==> config.mk <==
export PLATFORM = sky130hd
export DESIGN_NAME = enc_scan_ctrl
export DESIGN_NICKNAME = d
export VERILOG_FILES = /design/src/rtl/enc_scan_ctrl.sv
export SDC_FILE = /design/constraint.sdc
export NUM_CORES = 1
export LEC_CHECK = 0
export CORE_ASPECT_RATIO = 0.75
export CORE_MARGIN = 5
export CORE_UTILIZATION = 50
export CTS_CLUSTER_SIZE = 10
export DETAILED_ROUTE_END_ITERATION = 10
export HOLD_SLACK_MARGIN = 0.12
export PLACE_DENSITY = 0.7
export REMOVE_ABC_BUFFERS = 1
export SLEW_MARGIN = 40
export SYNTH_ARGS = -nofsm -noshare
export SYNTH_HDL_FRONTEND = slang
export SYNTH_SLANG_ARGS = --single-unit
==> constraint.sdc <==
create_clock -name clk -period 12.45 [get_ports clk]
set_clock_uncertainty 0.15 [all_clocks]
set_input_delay 2.49 -clock clk [delete_from_list [all_inputs] [get_ports clk]]
set_output_delay 2.49 -clock clk [all_outputs]
set_load 0.03 [all_outputs]
==> src/rtl/enc_scan_ctrl.sv <==
// enc_scan_ctrl: time-shared quadrature decoder for N_CH rotary encoders.
// One channel is visited per prescaler tick (IDLE -> SAMPLE -> UPDATE). Each
// visit updates that channel's position count and posts detent-change events.
// A round-robin arbiter drains the events through one valid/ready port.
// Optional build macro: ENC_SAT_EN -- counts saturate at 0 and all-ones
// instead of wrapping modulo 2^CNT_W.
module enc_scan_ctrl #(
    parameter int N_CH        = 4,
    parameter int CNT_W       = 10,
    parameter int SYNC_STAGES = 2,
    parameter int PRESCALE    = 16
) (
    input  logic                    clk,
    input  logic                    reset,
    input  logic [N_CH-1:0]         enc_a,
    input  logic [N_CH-1:0]         enc_b,
    input  logic [N_CH-1:0]         ch_clr,
    input  logic [$clog2(N_CH)-1:0] rd_ch,
    output logic [CNT_W-3:0]        rd_value,
    output logic                    evt_valid,
    input  logic                    evt_ready,
    output logic [$clog2(N_CH)-1:0] evt_ch,
    output logic                    evt_dir,
    output logic                    evt_lost,
    output logic [7:0]              err_cnt
);
    // Event port: evt_ch/evt_dir are meaningful while evt_valid=1 and stay
    // stable until the cycle in which evt_valid & evt_ready both hold; that
    // cycle is the transfer, and the register may reload on the same edge.

    localparam int CH_W = $clog2(N_CH);
    localparam int PS_W = $clog2(PRESCALE);
    localparam logic [CH_W-1:0] LAST_CH = CH_W'(N_CH - 1);

    typedef enum logic [1:0] {S_IDLE, S_SAMPLE, S_UPDATE} state_t;

    // Gray-coded AB phase to a binary position: 00->0, 01->1, 11->2, 10->3.
    function automatic logic [1:0] gray_pos(input logic [1:0] ab);
        return {ab[1], ab[1] ^ ab[0]};
    endfunction

    logic [SYNC_STAGES-1:0][N_CH-1:0] sync_a_q, sync_b_q;
    logic [N_CH-1:0]  a_s, b_s;

    logic [PS_W-1:0]  presc_q, presc_d;
    logic             tick;

    state_t           state_q, state_d;
    logic [CH_W-1:0]  ptr_q, ptr_d;
    logic [1:0]       cur_ab_q, cur_ab_d;

    logic [CNT_W-1:0] cnt_q [N_CH];
    logic [CNT_W-1:0] cnt_d [N_CH];
    logic [1:0]       prev_q [N_CH];
    logic [1:0]       prev_d [N_CH];
    logic [N_CH-1:0]  seen_q, seen_d;
    logic [N_CH-1:0]  pend_q, pend_d;
    logic [N_CH-1:0]  dir_q, dir_d;

    logic [7:0]       err_q, err_d;
    logic             lost_q, lost_d, lost_set;
    logic [CH_W-1:0]  last_q, last_d;
    logic             evt_valid_q, evt_valid_d;
    logic [CH_W-1:0]  evt_ch_q, evt_ch_d;
    logic             evt_dir_q, evt_dir_d;

    logic [1:0]       prev_sel, pos_diff;
    logic [CNT_W-1:0] cnt_sel, cnt_new;
    logic             do_upd, step_up, step_dn, illegal, cnt_step, detent_chg;

    logic             arb_found, load_en, drain;
    logic [CH_W-1:0]  arb_sel, cand;

    logic [CNT_W-3:0] rd_tab [2**CH_W];

    // Input synchronisers: shift raw A/B through SYNC_STAGES flops.
    always_ff @(posedge clk or posedge reset) begin
        if (reset) begin
            sync_a_q <= '0;
            sync_b_q <= '0;
        end else begin
            sync_a_q <= {sync_a_q[SYNC_STAGES-2:0], enc_a};
            sync_b_q <= {sync_b_q[SYNC_STAGES-2:0], enc_b};
        end
    end

    assign a_s     = sync_a_q[SYNC_STAGES-1];
    assign b_s     = sync_b_q[SYNC_STAGES-1];
    assign tick    = (presc_q == PS_W'(PRESCALE - 1));
    assign presc_d = tick ? '0 : presc_q + PS_W'(1);

    // Scan FSM next state: one visit per tick, SAMPLE then UPDATE.
    always_comb begin
        state_d = state_q;
        case (state_q)
            S_IDLE:   if (tick) state_d = S_SAMPLE;
            S_SAMPLE: state_d = S_UPDATE;
            S_UPDATE: state_d = S_IDLE;
            default:  state_d = S_IDLE;
        endcase
    end

    // Decode the visited channel's transition; a coincident clear suppresses
    // the count step and its event, but an illegal jump is still counted.
    always_comb begin
        prev_sel = prev_q[ptr_q];
        cnt_sel  = cnt_q[ptr_q];
        do_upd   = (state_q == S_UPDATE) && seen_q[ptr_q];
        pos_diff = gray_pos(cur_ab_q) - gray_pos(prev_sel);
        step_up  = do_upd && (pos_diff == 2'd1);
        step_dn  = do_upd && (pos_diff == 2'd3);
        illegal  = do_upd && (pos_diff == 2'd2);
        cnt_new  = step_up ? cnt_sel + CNT_W'(1) : cnt_sel - CNT_W'(1);
`ifdef ENC_SAT_EN
        cnt_step = (step_up && (cnt_sel != '1)) || (step_dn && (cnt_sel != '0));
`else
        cnt_step = step_up || step_dn;
`endif
        cnt_step   = cnt_step && !ch_clr[ptr_q];
        detent_chg = cnt_step && (cnt_new[CNT_W-1:2] != cnt_sel[CNT_W-1:2]);
    end

    // Round-robin search: first pending channel at or after last_grant+1.
    always_comb begin
        arb_found = 1'b0;
        arb_sel   = '0;
        cand      = '0;
        for (int i = 0; i < N_CH; i++) begin
            cand = CH_W'((int'(last_q) + 1 + i) % N_CH);
            if (!arb_found && pend_q[cand]) begin
                arb_found = 1'b1;
                arb_sel   = cand;
            end
        end
    end

    assign load_en = !evt_valid_q || evt_ready;
    assign drain   = load_en && arb_found;

    // Per-channel next state; priority is clear > new event > drain.
    always_comb begin
        lost_set = 1'b0;
        for (int i = 0; i < N_CH; i++) begin
            cnt_d[i]  = cnt_q[i];
            prev_d[i] = prev_q[i];
            seen_d[i] = seen_q[i];
            pend_d[i] = pend_q[i];
            dir_d[i]  = dir_q[i];
            if ((state_q == S_UPDATE) && (ptr_q == CH_W'(i))) begin
                prev_d[i] = cur_ab_q;
                seen_d[i] = 1'b1;
                if (cnt_step) cnt_d[i] = cnt_new;
            end
            if (drain && (arb_sel == CH_W'(i))) pend_d[i] = 1'b0;
            if (detent_chg && (ptr_q == CH_W'(i))) begin
                pend_d[i] = 1'b1;
                dir_d[i]  = step_up;
                if (pend_q[i] && !(drain && (arb_sel == CH_W'(i)))) lost_set = 1'b1;
            end
            if (ch_clr[i]) begin
                cnt_d[i]  = '0;
                pend_d[i] = 1'b0;
                prev_d[i] = {a_s[i], b_s[i]};
                seen_d[i] = 1'b1;
            end
        end
    end

    // Scan pointer, sampled AB, error counter and sticky lost flag.
    always_comb begin
        ptr_d    = ptr_q;
        cur_ab_d = cur_ab_q;
        if (state_q == S_SAMPLE) cur_ab_d = {a_s[ptr_q], b_s[ptr_q]};
        if (state_q == S_UPDATE) ptr_d = (ptr_q == LAST_CH) ? '0 : ptr_q + CH_W'(1);
        err_d  = (illegal && (err_q != 8'hFF)) ? err_q + 8'd1 : err_q;
        lost_d = lost_q | lost_set;
    end

    // Event output register reloads whenever it is empty or being accepted.
    always_comb begin
        evt_valid_d = evt_valid_q;
        evt_ch_d    = evt_ch_q;
        evt_dir_d   = evt_dir_q;
        last_d      = last_q;
        if (load_en) begin
            evt_valid_d = arb_found;
            if (arb_found) begin
                evt_ch_d  = arb_sel;
                evt_dir_d = dir_q[arb_sel];
                last_d    = arb_sel;
            end
        end
    end

    // All state registers.
    always_ff @(posedge clk or posedge reset) begin
        if (reset) begin
            presc_q     <= '0;
            state_q     <= S_IDLE;
            ptr_q       <= '0;
            cur_ab_q    <= '0;
            seen_q      <= '0;
            pend_q      <= '0;
            dir_q       <= '0;
            err_q       <= '0;
            lost_q      <= 1'b0;
            last_q      <= LAST_CH;
            evt_valid_q <= 1'b0;
            evt_ch_q    <= '0;
            evt_dir_q   <= 1'b0;
            for (int i = 0; i < N_CH; i++) begin
                cnt_q[i]  <= '0;
                prev_q[i] <= '0;
            end
        end else begin
            presc_q     <= presc_d;
            state_q     <= state_d;
            ptr_q       <= ptr_d;
            cur_ab_q    <= cur_ab_d;
            seen_q      <= seen_d;
            pend_q      <= pend_d;
            dir_q       <= dir_d;
            err_q       <= err_d;
            lost_q      <= lost_d;
            last_q      <= last_d;
            evt_valid_q <= evt_valid_d;
            evt_ch_q    <= evt_ch_d;
            evt_dir_q   <= evt_dir_d;
            for (int i = 0; i < N_CH; i++) begin
                cnt_q[i]  <= cnt_d[i];
                prev_q[i] <= prev_d[i];
            end
        end
    end

    // Read-back table padded to a power of two; unused selects read as zero.
    for (genvar g = 0; g < 2**CH_W; g++) begin : g_rd
        if (g < N_CH) begin : g_real
            assign rd_tab[g] = cnt_q[g][CNT_W-1:2];
        end else begin : g_pad
            assign rd_tab[g] = '0;
        end
    end

    assign rd_value  = rd_tab[rd_ch];
    assign evt_valid = evt_valid_q;
    assign evt_ch    = evt_ch_q;
    assign evt_dir   = evt_dir_q;
    assign evt_lost  = lost_q;
    assign err_cnt   = err_q;

endmodule

==> results.py <==
metrics = {
    "critical_path": {
        "cp.depth": 3,
        "cp-start-kind": "input pin",
        "path_delay_family": "buffers and inverters",
        "max_stage_delay_ps": 880,
        "worstSetupPathType": "input pin to output port",
        "worstPathRequired_ps": 9810,
        "worstPathCellList": "clkdlybuf4s50_1, mux4_2, clkdlybuf4s50_1",
        "path_buf_inv": 2,
        "rr_startpoint": "ptr_q[0]",
        "worstPathArrival_ps": 4600,
        "cp_max_fo": 8,
        "cp-end-kind": "output port",
        "slowest_stage": "clkdlybuf4s50_1",
        "rr_worst_depth": 15,
        "worst_path_most_repeated_cell": "clkdlybuf4s50_1",
        "crit_start": "rd_ch[0]",
    },
    "clock_network": {
        "cts-root-buf": "clkbuf_16",
        "cts-htree-levels": 3,
        "clk_path_buf_depth": 2,
        "post_cts_buffers": 0,
        "clk_latency_ps": 350,
        "cts_tree": "built",
        "cts_buffers": 9,
        "cts_sinks": 101,
        "path_clk_slew_ps": 70,
        "holdBufCountCts": 0,
        "cts-resized-gates": 0,
    },
    "run": {
        "cap_viol_max_count": 0,
    },
    "pwr": {
        "clkPwrFrac_pct": 35.2,
        "internal_power_uw": 542,
        "p_leak_nw": 2.53,
        "p_sw_share_pct": 29.6,
        "power_uw": 771,
        "p_per_area_nw_per_um2": 126,
        "vdd_drop_max_mv": 0.0806,
        "switchingPower_uw": 228,
        "combPwrFrac_pct": 19.3,
        "power_frac_seq_pct": 45.5,
    },
    "min_path": {
        "min_from": "sync_a_q[3]",
        "min_path_cells": 0,
        "min_path_type": "flip-flop to flip-flop",
    },
    "timing": {
        "setup_viol": 0,
        "tns_ps": 0,
        "hold_violations": 0,
        "fmax_ghz": 0.138,
        "relSlewSlack_pct": 39.4,
        "finalCritPeriodShare_pct": 58.1,
        "rsz0062_at_grt": "no",
        "worst_pin_slew_ps": 906,
        "maxSlewViolCount": 0,
        "period_minus_slack_ps": 7240,
        "hold_ws_ps": 200,
    },
    "floorplan": {
        "die_h_microns": 99.6,
        "start_util_pct": 51.6,
        "rows": 32,
        "ios": 38,
        "die_w_microns": 129,
        "core_area_sq_um": 10400,
        "die_area_sq_um": 12900,
    },
    "layout": {
        "instances_no_fill": 668,
        "n_fill_cell": 889,
        "area.growth.synth_to_final_pct": 14.1,
        "drive_above_1_share_pct": 11.8,
        "antenna_cells": 0,
        "layout.nets": 558,
    },
    "placed_design": {
        "hpwlAfterDp_microns": 8710,
        "port_buffers": 37,
        "placedCellCount": 652,
        "routabilityCongestion": 0.837,
    },
    "routing": {
        "drc": 0,
        "drt-total-wl_microns": 12700,
        "drt_iter0_markers": 315,
        "dr_total_vias": 4022,
        "viasPerCell": 6.02,
        "routedWlPerCell_microns": 19.1,
        "ant_nets": 0,
        "drtPass1Iterations": 5,
    },
    "synthesis": {
        "ys_seq_area_share_pct": 47.3,
        "synthTopCellsByArea": "dfrtp_1 46%, mux4_2 10%, nand2_1 5.9%",
        "synth-xor-area-share_pct": 4.33,
        "synthMuxAreaShare_pct": 14.5,
        "ys_warn_count": 0,
        "synth_top_family_by_area": "multiplexers",
        "synthAdderAreaFrac_pct": 3.67,
        "synth_edf_count": 0,
        "synth-seq-cells": 101,
        "synth_top_cells_by_count": "99 x dfrtp_1, 84 x nand2_1, 39 x a21oi_1",
        "netlist_instances": 500,
        "synth_compound_area_share_pct": 13.1,
        "synth-main-ff-cell": "dfrtp_1",
        "yosysUniqueCellTypes": 58,
        "synthMostInstantiatedCell": "dfrtp_1",
        "synthSimpleGateAreaFrac_pct": 13.7,
        "synth_largest_area_cell": "dfrtp_1",
        "syn_avg_cell_area_sq_um": 10.7,
        "synth_top_area_share_pct": 46.3,
        "syn_area_sq_um": 5350,
        "async_reset_ff_share_pct": 100,
    },
    "outcome": {
        "status": "finished clean",
    },
    "global_routing": {
        "grt-ovfl-total": 0,
        "grt_start_max_net_pins": 63,
        "antenna_found_initial": 0,
        "grt_pass1_wl_microns": 21200,
        "grt_pass1_vias": 4048,
        "grt_usage_pct": 21.1,
    },
}
routing by layer:
| metal | routed length, microns | vias up | GRT usage (%) |
|---|---|---|---|
| li1 | - | 1841 | - |
| met1 | 5590 | 1995 | 29.6 |
| met2 | 5940 | 169 | 33.0 |
| met3 | 1060 | 17 | 5.58 |
| met4 | 152 | 0 | 5.03 |
| met5 | 0 | - | 0 |
final cells by class:
class / instances / area (sq um) / share of cell area [%]
Clock buffer: 11 / 243 / 3.97
Clock inverter: 5 / 42.5 / 0.697
Inverter: 17 / 71.3 / 1.17
Multi-Input combinational cell: 356 / 2640 / 43.2
Sequential cell: 101 / 2530 / 41.4
Tap cell: 136 / 170 / 2.79
Timing Repair Buffer: 42 / 412 / 6.74
logic make-up after synthesis:
group                    Yosys count
AO/OA/AOI/OAI                    105
XOR/XNOR                          24
adder cells (fa/ha/maj)           15
buffers and inverters             43
flip-flops                       101
multiplexers                      46
AND/OR/NAND/NOR                  166
power groups by stage:
stage	Combinational (mW)	Sequential (mW)	Clock, mW
2_1_floorplan	0.0936	0.364	0
3_3_place_gp	0.142	0.356	0
3_5_place_dp	0.147	0.357	0
4_1_cts	0.148	0.351	0.277
5_1_grt	0.163	0.352	0.290
6_report	0.149	0.351	0.271
sequential cells by signal, indices dropped and copies added (netlist names):
signal / flops
prev_q: 8
cnt_q: 40
dir_q: 4
sync_b_q: 4
evt_dir: 1
a_s: 4
sync_a_q: 4
pend_q: 4
b_s: 4
evt_ch: 2
seen_q: 4
evt_lost: 1
last_q: 2
err_cnt: 8
presc_q: 4
state_q: 2
evt_valid: 1
cur_ab_q: 2
ptr_q: 2
metrics by stage:
step / instance area, sq um / setup WS (ps) / util, %
6_report: 6110 / 5210 / 58.9
5_1_grt: 6110 / 5140 / 58.9
4_1_cts: 6100 / 5180 / 58.9
3_5_place_dp: 5820 / 5190 / 56.1
3_3_place_gp: 5820 / 5210 / 56.1
2_1_floorplan: 5240 / 6740 / -
path summary, 6_finish.rpt:
path	end	slack, ps
setup / recovery	rd_value[7]	5210
hold / removal	a_s[3]	200
setup reg to reg	dir_q[3]	6750
hold reg to reg	a_s[3]	200
max in group asynchronous	presc_q[0]	8870
min in group asynchronous	evt_valid	2380
layout by cell type, fill, tap and decap left out, types with 7 or more instances in the layout:
cell type and count:
dfrtp_1 99, nand2_1 84, a21oi_1 39, clkdlybuf4s50_1 37, nor2_1 31, mux4_2 24
o21ai_0 19, inv_1 15, xnor2_1 14, ha_1 13, nand3_1 12, a211oi_1 11
mux2i_1 10, clkbuf_16 9, xor2_1 8, nor3_1 8, mux2_2 8, nor2b_1 7
and2_1 7, o21a_1 7
No activity file was read; power rests on OpenSTA's default activity.
